[config.mk]
export PLATFORM = sky130hd
export DESIGN_NAME = fifo_wr_serializer_flat
export DESIGN_NICKNAME = d
export VERILOG_FILES = /design/src/rtl/fifo_wr_serializer_if.sv /design/src/rtl/fifo_wr_serializer.sv /design/src/flat_wrapper.sv
export SDC_FILE = /design/constraint.sdc
export NUM_CORES = 1
export LEC_CHECK = 0
export ABC_CLOCK_PERIOD_IN_PS = 3700
export CAP_MARGIN = 25
export CORE_MARGIN = 2
export CORE_UTILIZATION = 50
export CTS_CLUSTER_SIZE = 12
export DETAILED_ROUTE_END_ITERATION = 16
export PLACE_DENSITY = 0.91
export SYNTH_ARGS = -nofsm -noshare
export SYNTH_HDL_FRONTEND = slang
export SYNTH_SLANG_ARGS = --single-unit
[constraint.sdc]
create_clock -name clk -period 3.7 [get_ports clk]
set_input_delay 0.555 -clock clk [delete_from_list [all_inputs] [get_ports clk]]
set_output_delay 0.555 -clock clk [all_outputs]
set_load 0.1 [all_outputs]
[src/rtl/fifo_wr_serializer_if.sv]
// rtl/fifo_wr_serializer_if.sv - word intake, FIFO write/pop and read-grant signals of the serializer
interface fifo_wr_serializer_if #(
    parameter int WORD_W = 16,
    parameter int NIB_W  = 4
);
    logic              s_valid;
    logic [WORD_W-1:0] s_data;
    logic              s_ready;
    logic              fifo_full;
    logic              fifo_empty;
    logic              fifo_en;
    logic [NIB_W-1:0]  fifo_din;
    logic              rd_req;
    logic              rd_grant;
    logic              rd_vld;
    logic              busy;

    // master is the serializer side, slave is the upstream/FIFO/consumer side
    modport master (
        input  s_valid, s_data, fifo_full, fifo_empty, rd_req,
        output s_ready, fifo_en, fifo_din, rd_grant, rd_vld, busy
    );

    modport slave (
        output s_valid, s_data, fifo_full, fifo_empty, rd_req,
        input  s_ready, fifo_en, fifo_din, rd_grant, rd_vld, busy
    );
endinterface

[src/rtl/fifo_wr_serializer.sv]
// rtl/fifo_wr_serializer.sv - splits words into LSB-first nibbles on the FIFO en line, alternating with pops under contention
module fifo_wr_serializer #(
    parameter int WORD_W = 16,
    parameter int NIB_W  = 4
) (
    input  logic                  clk,
    input  logic                  rst,
    fifo_wr_serializer_if.master  bus
);
    localparam int NIBS  = WORD_W / NIB_W;
    localparam int CNT_W = (NIBS > 1) ? $clog2(NIBS) : 1;
    localparam logic [CNT_W-1:0] LAST_NIB = CNT_W'(NIBS - 1);

    typedef enum logic [0:0] {
        IDLE = 1'b0,
        SEND = 1'b1
    } state_t;

    state_t              r_state;
    logic [WORD_W-1:0]   r_shreg;
    logic [CNT_W-1:0]    r_nib_cnt;
    logic                r_last_wr;
    logic                r_rd_vld;

    logic                w_send;
    logic                w_wr_slot;
    logic                w_accept;
    logic                w_rd_grant;

    assign w_send = (r_state == SEND);

    // A write directly after a write yields the slot to a pending pop, so pops get at least every other cycle.
    assign w_wr_slot = w_send && !bus.fifo_full
                       && !(bus.rd_req && !bus.fifo_empty && r_last_wr);

    // rst gates the combinational outputs so they read inactive while reset is held.
    assign bus.s_ready  = rst && !w_send;
    assign w_accept     = bus.s_valid && bus.s_ready;
    assign w_rd_grant   = rst && !w_wr_slot && !bus.fifo_empty;

    assign bus.fifo_en  = w_wr_slot;
    assign bus.fifo_din = r_shreg[NIB_W-1:0];
    assign bus.rd_grant = w_rd_grant;
    assign bus.rd_vld   = r_rd_vld;
    assign bus.busy     = w_send;

    always_ff @(posedge clk or negedge rst) begin
        if (!rst) begin
            r_state   <= IDLE;
            r_shreg   <= '0;
            r_nib_cnt <= '0;
            r_last_wr <= 1'b0;
            r_rd_vld  <= 1'b0;
        end else begin
            r_rd_vld  <= w_rd_grant;
            r_last_wr <= w_wr_slot;
            case (r_state)
                IDLE: begin
                    if (w_accept) begin
                        r_state   <= SEND;
                        r_shreg   <= bus.s_data;
                        r_nib_cnt <= '0;
                    end
                end
                SEND: begin
                    // On a stall or yielded slot the shift register and count simply hold.
                    if (w_wr_slot) begin
                        r_shreg   <= r_shreg >> NIB_W;
                        r_nib_cnt <= r_nib_cnt + 1'b1;
                        if (r_nib_cnt == LAST_NIB) begin
                            r_state <= IDLE;
                        end
                    end
                end
                default: r_state <= IDLE;
            endcase
        end
    end
endmodule

[src/flat_wrapper.sv]
// flat-port wrapper written by rule: the top's interface ports become plain ports
module fifo_wr_serializer_flat 
#(
    parameter int WORD_W = 16,
    parameter int NIB_W  = 4
)
  (clk, rst, bus_s_valid, bus_s_data, bus_fifo_full, bus_fifo_empty, bus_rd_req, bus_s_ready, bus_fifo_en, bus_fifo_din, bus_rd_grant, bus_rd_vld, bus_busy);
  fifo_wr_serializer_if #(.WORD_W(WORD_W), .NIB_W(NIB_W)) bus_i ();
  input  logic clk;
  input  logic rst;
  input wire logic [$bits(bus_i.s_valid)-1:0] bus_s_valid;
  input wire logic [$bits(bus_i.s_data)-1:0] bus_s_data;
  input wire logic [$bits(bus_i.fifo_full)-1:0] bus_fifo_full;
  input wire logic [$bits(bus_i.fifo_empty)-1:0] bus_fifo_empty;
  input wire logic [$bits(bus_i.rd_req)-1:0] bus_rd_req;
  output wire logic [$bits(bus_i.s_ready)-1:0] bus_s_ready;
  output wire logic [$bits(bus_i.fifo_en)-1:0] bus_fifo_en;
  output wire logic [$bits(bus_i.fifo_din)-1:0] bus_fifo_din;
  output wire logic [$bits(bus_i.rd_grant)-1:0] bus_rd_grant;
  output wire logic [$bits(bus_i.rd_vld)-1:0] bus_rd_vld;
  output wire logic [$bits(bus_i.busy)-1:0] bus_busy;
  assign bus_i.s_valid = bus_s_valid;
  assign bus_i.s_data = bus_s_data;
  assign bus_i.fifo_full = bus_fifo_full;
  assign bus_i.fifo_empty = bus_fifo_empty;
  assign bus_i.rd_req = bus_rd_req;
  assign bus_s_ready = bus_i.s_ready;
  assign bus_fifo_en = bus_i.fifo_en;
  assign bus_fifo_din = bus_i.fifo_din;
  assign bus_rd_grant = bus_i.rd_grant;
  assign bus_rd_vld = bus_i.rd_vld;
  assign bus_busy = bus_i.busy;
  fifo_wr_serializer #(.WORD_W(WORD_W), .NIB_W(NIB_W)) u_core (.clk(clk), .rst(rst), .bus(bus_i));
endmodule
==> flow_summary.toml, run 1 <==
[timing]
whs_ps = 510.9
relSlewSlack = 0.3435
layout_min_cycle_time_ps = 2466
setup_tns_ps = 0
post-route-period-util = 0.6665
slew_viol_final = 0
setup_viol = 0
finalHoldViolations = 0
fmax_ghz = 0.4055
finClkSkew_ps = 6.426
worst_pin_slew_ps = 981.7
rsz0062_at_grt = "false"

[die]
die-height_um = 50.77
io_pins = 31
die_x_um = 50.77
start_util = 0.5408
dieArea_um2 = 2577
core_um2 = 2022
rows = 16

[setup_path]
worstSetupPathType = "input port to output pin"
start_kind = "input port"
worst_setup_path_end_kind = "output pin"
crit_required_ps = 3140
path_max_fanout = 4
arrival_ps = 1910

[routing]
wl_mm = 1.965
via_per_inst = 5.076
ant_nets = 0
drt_pre_antenna_iters = 2
drc = 0
vias = 670
wl_per_cell_um = 14.89
first_iter_violations = 3

[placed_design]
place_hpwl_mm = 1.490
post_dp_cell_area_um2 = 1388
dp_cells = 128
place_congestion = 0.6911
io_buffers = 30

[run]
max_cap_viol_count = 0

[logic_synthesis]
synth_xor_area_frac = 0
synthTopCellsByArea = "dfrtp_1 48%, mux2_2 21%, mux2_4 11%"
yosys.area_share.simple = 0.08009
yosysSeqAreaShare = 0.4805
avgSynthCellArea_um2 = 14.39
syn_area_um2 = 1094
synth_area_leader_cell = "dfrtp_1"
synthAdderAreaFrac = 0.01144
synth_compound_area_frac = 0.03661
synth_seq_cells = 21
synth_top_family_by_area = "multiplexers"
synth_top_area_frac = 0.4805
synthMuxAreaShare = 0.3249
yosysWarnings = 0
syn_inst = 76
syn_nets = 99
synth_cell_types = 19

[clocking]
clkTransAtPathRegs_ps = 110
clk_latency_ps = 300
cts_buffer_depth = 2
cts-root-buf = "clkbuf_4"
cts_tree = "yes"
cts.sinks = 21
cts-buffers-inserted = 3
post_cts_buffers = 0
cts-resized-gates = 0
ctsHoldBuffers = 0
htreeDepth = 1

[grt]
grt_pass1_wl_mm = 3.381
grt_max_degree = 21
antenna_found_initial = 0
grt.total_usage = 0.1851
grt_pass1_vias = 732
gr-total-overflow = 0

[worst_hold_path]
hold_class = "register to register"

[pwr]
p_leak_nw = 0.6519
ir_drop_mv = 0.6824
p_per_area_nw_per_um2 = 868.3

[finish]
num-nets-final = 129
final_util = 0.6993
area_growth_pct = 29.29
final_area_um2 = 1414
stdcell_count = 132
diodes = 0
drive_above_1_share = 0.4095

[status]
outcome = "complete, no violations"
[worst max-delay path, cell delays in order]
cell and delay, ps:
clkdlybuf4s50_1 430, and3b_2 320, nor2_2 70, nor3b_2 210, buf_4 320
[where the power goes]
group          switching (W)  internal, W
Combinational       0.000420     0.000314
Sequential         0.0000534     0.000331
Clock              0.0000677    0.0000420
[registers in the layout, indices dropped and copies added, names as in the netlist]
signal and flops:
u_core.r_last_wr 1, u_core.r_shreg 16, u_core.bus.busy 1, u_core.bus.rd_vld 1
u_core.r_nib_cnt 2
[placed cells by master (no fill, tap or decap)]
cell type and n:
a21o_2 1, a2bb2oi_4 1, and3b_2 1, buf_12 1, buf_4 5, clkbuf_1 1
clkbuf_4 3, clkdlybuf4s50_1 26, dfrtp_1 21, ha_1 1, inv_1 2, mux2_2 20
mux2_4 8, mux2i_1 1, nand2_1 2, nand2b_1 1, nor2_2 1, nor2b_1 4
nor2b_4 1, nor3b_1 1, nor3b_2 1, nor4_1 1, o21ai_0 1
[Yosys cell counts, drive strengths merged]
master	number
ha	1
buf	7
o21ai	1
mux2i	1
nor2	1
a2bb2oi	1
nor2b	5
nor3b	2
nor4	1
nand2	2
dfrtp	21
a21o	1
and3b	1
nand2b	1
inv	2
mux2	28
[area by class of cell]
type                    count  area, um^2
flip-flops and latches     21       525.5
well taps                  27       33.78
clock buffers               4       26.28
multi-input cells          46       503.0
repair buffers             32       317.8
fillers                   154       608.1
inverters                   2       7.507
[through the flow]
stage | total power [W] | setup WS (ps)
after floorplan | 0.001015 | 477.1
after global placement | 0.001104 | 1209
after detailed placement | 0.001131 | 1109
after CTS | 0.001240 | 1217
after global routing | 0.001301 | 1151
final | 0.001228 | 1234
[worst paths after layout]
path,startpoint,to,slack (ps),depth (start not counted)
min,u_core.r_shreg[4],u_core.r_shreg[4],510,1
min in group asynchronous,rst,u_core.bus.busy,540,1
min reg2reg,u_core.r_shreg[4],u_core.r_shreg[4],510,1
max reg2reg,u_core.bus.busy,u_core.r_shreg[2],1870,4
max,bus_fifo_empty,bus_rd_grant,1230,5
max in group asynchronous,rst,u_core.r_shreg[8],2610,2
[cell families (layout without fill, tap and decap cells)]
family	after synthesis	in the layout
buf+inv	9	38
compound gates	3	3
fa+ha+maj	1	1
mux	29	29
simple gates	13	13
flops	21	21
[routing by layer]
layer | up-vias | GRT usage | part of all wire
li1 | 320 | - | -
met2 | 24 | 0.3268 | 0.51
met5 | - | 0 | 0
met4 | 0 | 0.09459 | 0.021
met3 | 4 | 0.02679 | 0.042
met1 | 322 | 0.2171 | 0.43
Power figures use the tool's default switching activity.
==> inputs of run 2 (changes only) <==
--- a/config.mk
+++ b/config.mk
@@ -5,13 +5,13 @@
 export SDC_FILE = /design/constraint.sdc
 export NUM_CORES = 1
 export LEC_CHECK = 0
-export ABC_CLOCK_PERIOD_IN_PS = 3700
+export ABC_CLOCK_PERIOD_IN_PS = 2300
 export CAP_MARGIN = 25
 export CORE_MARGIN = 2
-export CORE_UTILIZATION = 50
+export CORE_UTILIZATION = 46
 export CTS_CLUSTER_SIZE = 12
 export DETAILED_ROUTE_END_ITERATION = 16
-export PLACE_DENSITY = 0.91
+export PLACE_DENSITY = 0.85
 export SYNTH_ARGS = -nofsm -noshare
 export SYNTH_HDL_FRONTEND = slang
 export SYNTH_SLANG_ARGS = --single-unit
==> constraint.sdc (replaced) <==
create_clock -name clk -period 2.3 [get_ports clk]
set_input_delay 0.345 -clock clk [delete_from_list [all_inputs] [get_ports clk]]
set_output_delay 0.345 -clock clk [all_outputs]
set_load 0.1 [all_outputs]
==> run 2 against run 1 <==
Global-route usage is 2.0 points lower. Largest cell class unchanged. Clock skew shrank 1.1 ps. Non-clock buffer count rose by 1. Sequential power is 76% higher. Setup slack worse by 950 ps. Sequential share of layout area is 1.3 points lower. Critical path type unchanged. Clock power rose by 55%.
==> flow_summary.toml, run 2 (same netlist as run 1, synthesis figures left out) <==
[status]
outcome = "complete, no violations"

[finish]
regMostFlops = "u_core.r_shreg"
register_area_um2 = 526.8
num-nets-final = 130
nFillCells = 178
diodes = 0
largest_register_ffs = 16
most-common-layout-cells = "21 x clkdlybuf4s50_1, 20 x mux2_2, 20 x dfrtp_1"
top_regs = "u_core.r_shreg x16, u_core.r_nib_cnt x2"
area_growth_pct = 34.33
final_util = 0.6577
mostFrequentLayoutCell = "clkdlybuf4s50_1"
multi_input_area_um2 = 521.8
drive_above_1_share = 0.4906

[timing]
worst_pin_slew_ps = 480.0
post-route-period-util = 0.8755
rsz0062_at_grt = "false"
fmax_ghz = 0.4966
relSlewSlack = 0.6800
setup_viol = 0
setup_tns_ps = 0
layout_min_cycle_time_ps = 2014
slew_viol_final = 0
finalHoldViolations = 0
whs_ps = 378.8
finClkSkew_ps = 5.318

[setup_path]
worstSetupPathType = "input port to output pin"
start_kind = "input port"
path_max_fanout = 4
r2r-start = "u_core.bus.busy"
crit_required_ps = 1960
slowest_stage = "clkdlybuf4s50_1"
r2r_end = "u_core.r_shreg[0]"
arrival_ps = 1670
worst_path_largest_cell_delay_ps = 460
worst_setup_path_end_kind = "output pin"
ff2ff_path_depth = 4
crit_chain = "clkdlybuf4s50_1, and3b_2, nor2_4, nor3b_4, buf_12"
reg2reg_slack_ps = 660

[clocking]
cts-root-buf = "clkbuf_4"
cts_buffer_depth = 2
ctsHoldBuffers = 0
clk_latency_ps = 290
cts_tree = "yes"
cts-buffers-inserted = 3
clkTransAtPathRegs_ps = 120
cts-resized-gates = 0
post_cts_buffers = 0
htreeDepth = 1
cts.sinks = 21

[run]
max_cap_viol_count = 0

[routing]
drc = 0
via_per_inst = 5.052
first_iter_violations = 2
drt_pre_antenna_iters = 4
ant_nets = 0
wl_mm = 1.915
vias = 677
wl_per_cell_um = 14.29

[worst_hold_path]
hold_class = "input port to asynchronous set/reset pin"

[grt]
antenna_found_initial = 0
grt_pass1_wl_mm = 3.208
grt_pass1_vias = 734
grt.total_usage = 0.1646
grt_max_degree = 22
gr-total-overflow = 0

[pwr]
p_leak_nw = 0.6862
ir_drop_mv = 0.7910
p_per_area_nw_per_um2 = 1364

[placed_design]
io_buffers = 30
place_hpwl_mm = 1.497
place_congestion = 0.7780

[die]
core_um2 = 2233
dieArea_um2 = 2783
die-height_um = 52.76
io_pins = 31
start_util = 0.4896
rows = 17
die_x_um = 52.76
[run 2: how the worst max path moves through the flow]
stage | from | cells past startpoint | slack, ps | end
2_1_floorplan | u_core.bus.busy | 5 | 80 | u_core.r_shreg[10]
3_3_place_gp | bus_fifo_empty | 5 | 310 | bus_rd_grant
3_5_place_dp | bus_fifo_empty | 5 | 280 | bus_rd_grant
4_1_cts | bus_fifo_empty | 5 | 280 | bus_rd_grant
5_1_grt | bus_fifo_empty | 5 | 230 | bus_rd_grant
6_report | bus_fifo_empty | 5 | 290 | bus_rd_grant
[run 2: area by class of cell]
class / count / share of cell area
Clock buffer: 3 / 0.01533
Clock inverter: 1 / 0.003407
Inverter: 2 / 0.005111
Multi-Input combinational cell: 46 / 0.3552
Sequential cell: 21 / 0.3586
Tap cell: 28 / 0.02385
Timing Repair Buffer: 33 / 0.2385
[run 2: per-layer routing]
layer | routed length [um] | GRT usage | vias up
met5 | 0 | 0 | -
met4 | 12 | 0.07692 | 0
met3 | 75 | 0.02857 | 2
met2 | 1065 | 0.2792 | 14
met1 | 762 | 0.2015 | 339
li1 | - | - | 322
[run 2: critical path, delay by kind of cell]
family / cells / cell delay [ps]
buffers and inverters: 2 / 660
AND/OR/NAND/NOR: 3 / 660
[run 2: metrics by stage]
stage,instance area (um^2),setup WS [ps],total power [W],cells
finish,1469,286.3,0.002003,134
global route,1469,229.7,0.002117,134
CTS,1469,280.0,0.002029,134
detailed placement,1441,283.1,0.001854,130
global placement,1441,314.0,0.001811,130
floorplan,1121,78.04,0.001649,76
[run 2: report_power, final]
part	leakage (nW)	internal, W	switching (W)
sequential	0.264	0.000533	0.000144
combinational	0.405	0.000527	0.000629
clock	0.0177	0.0000647	0.000106
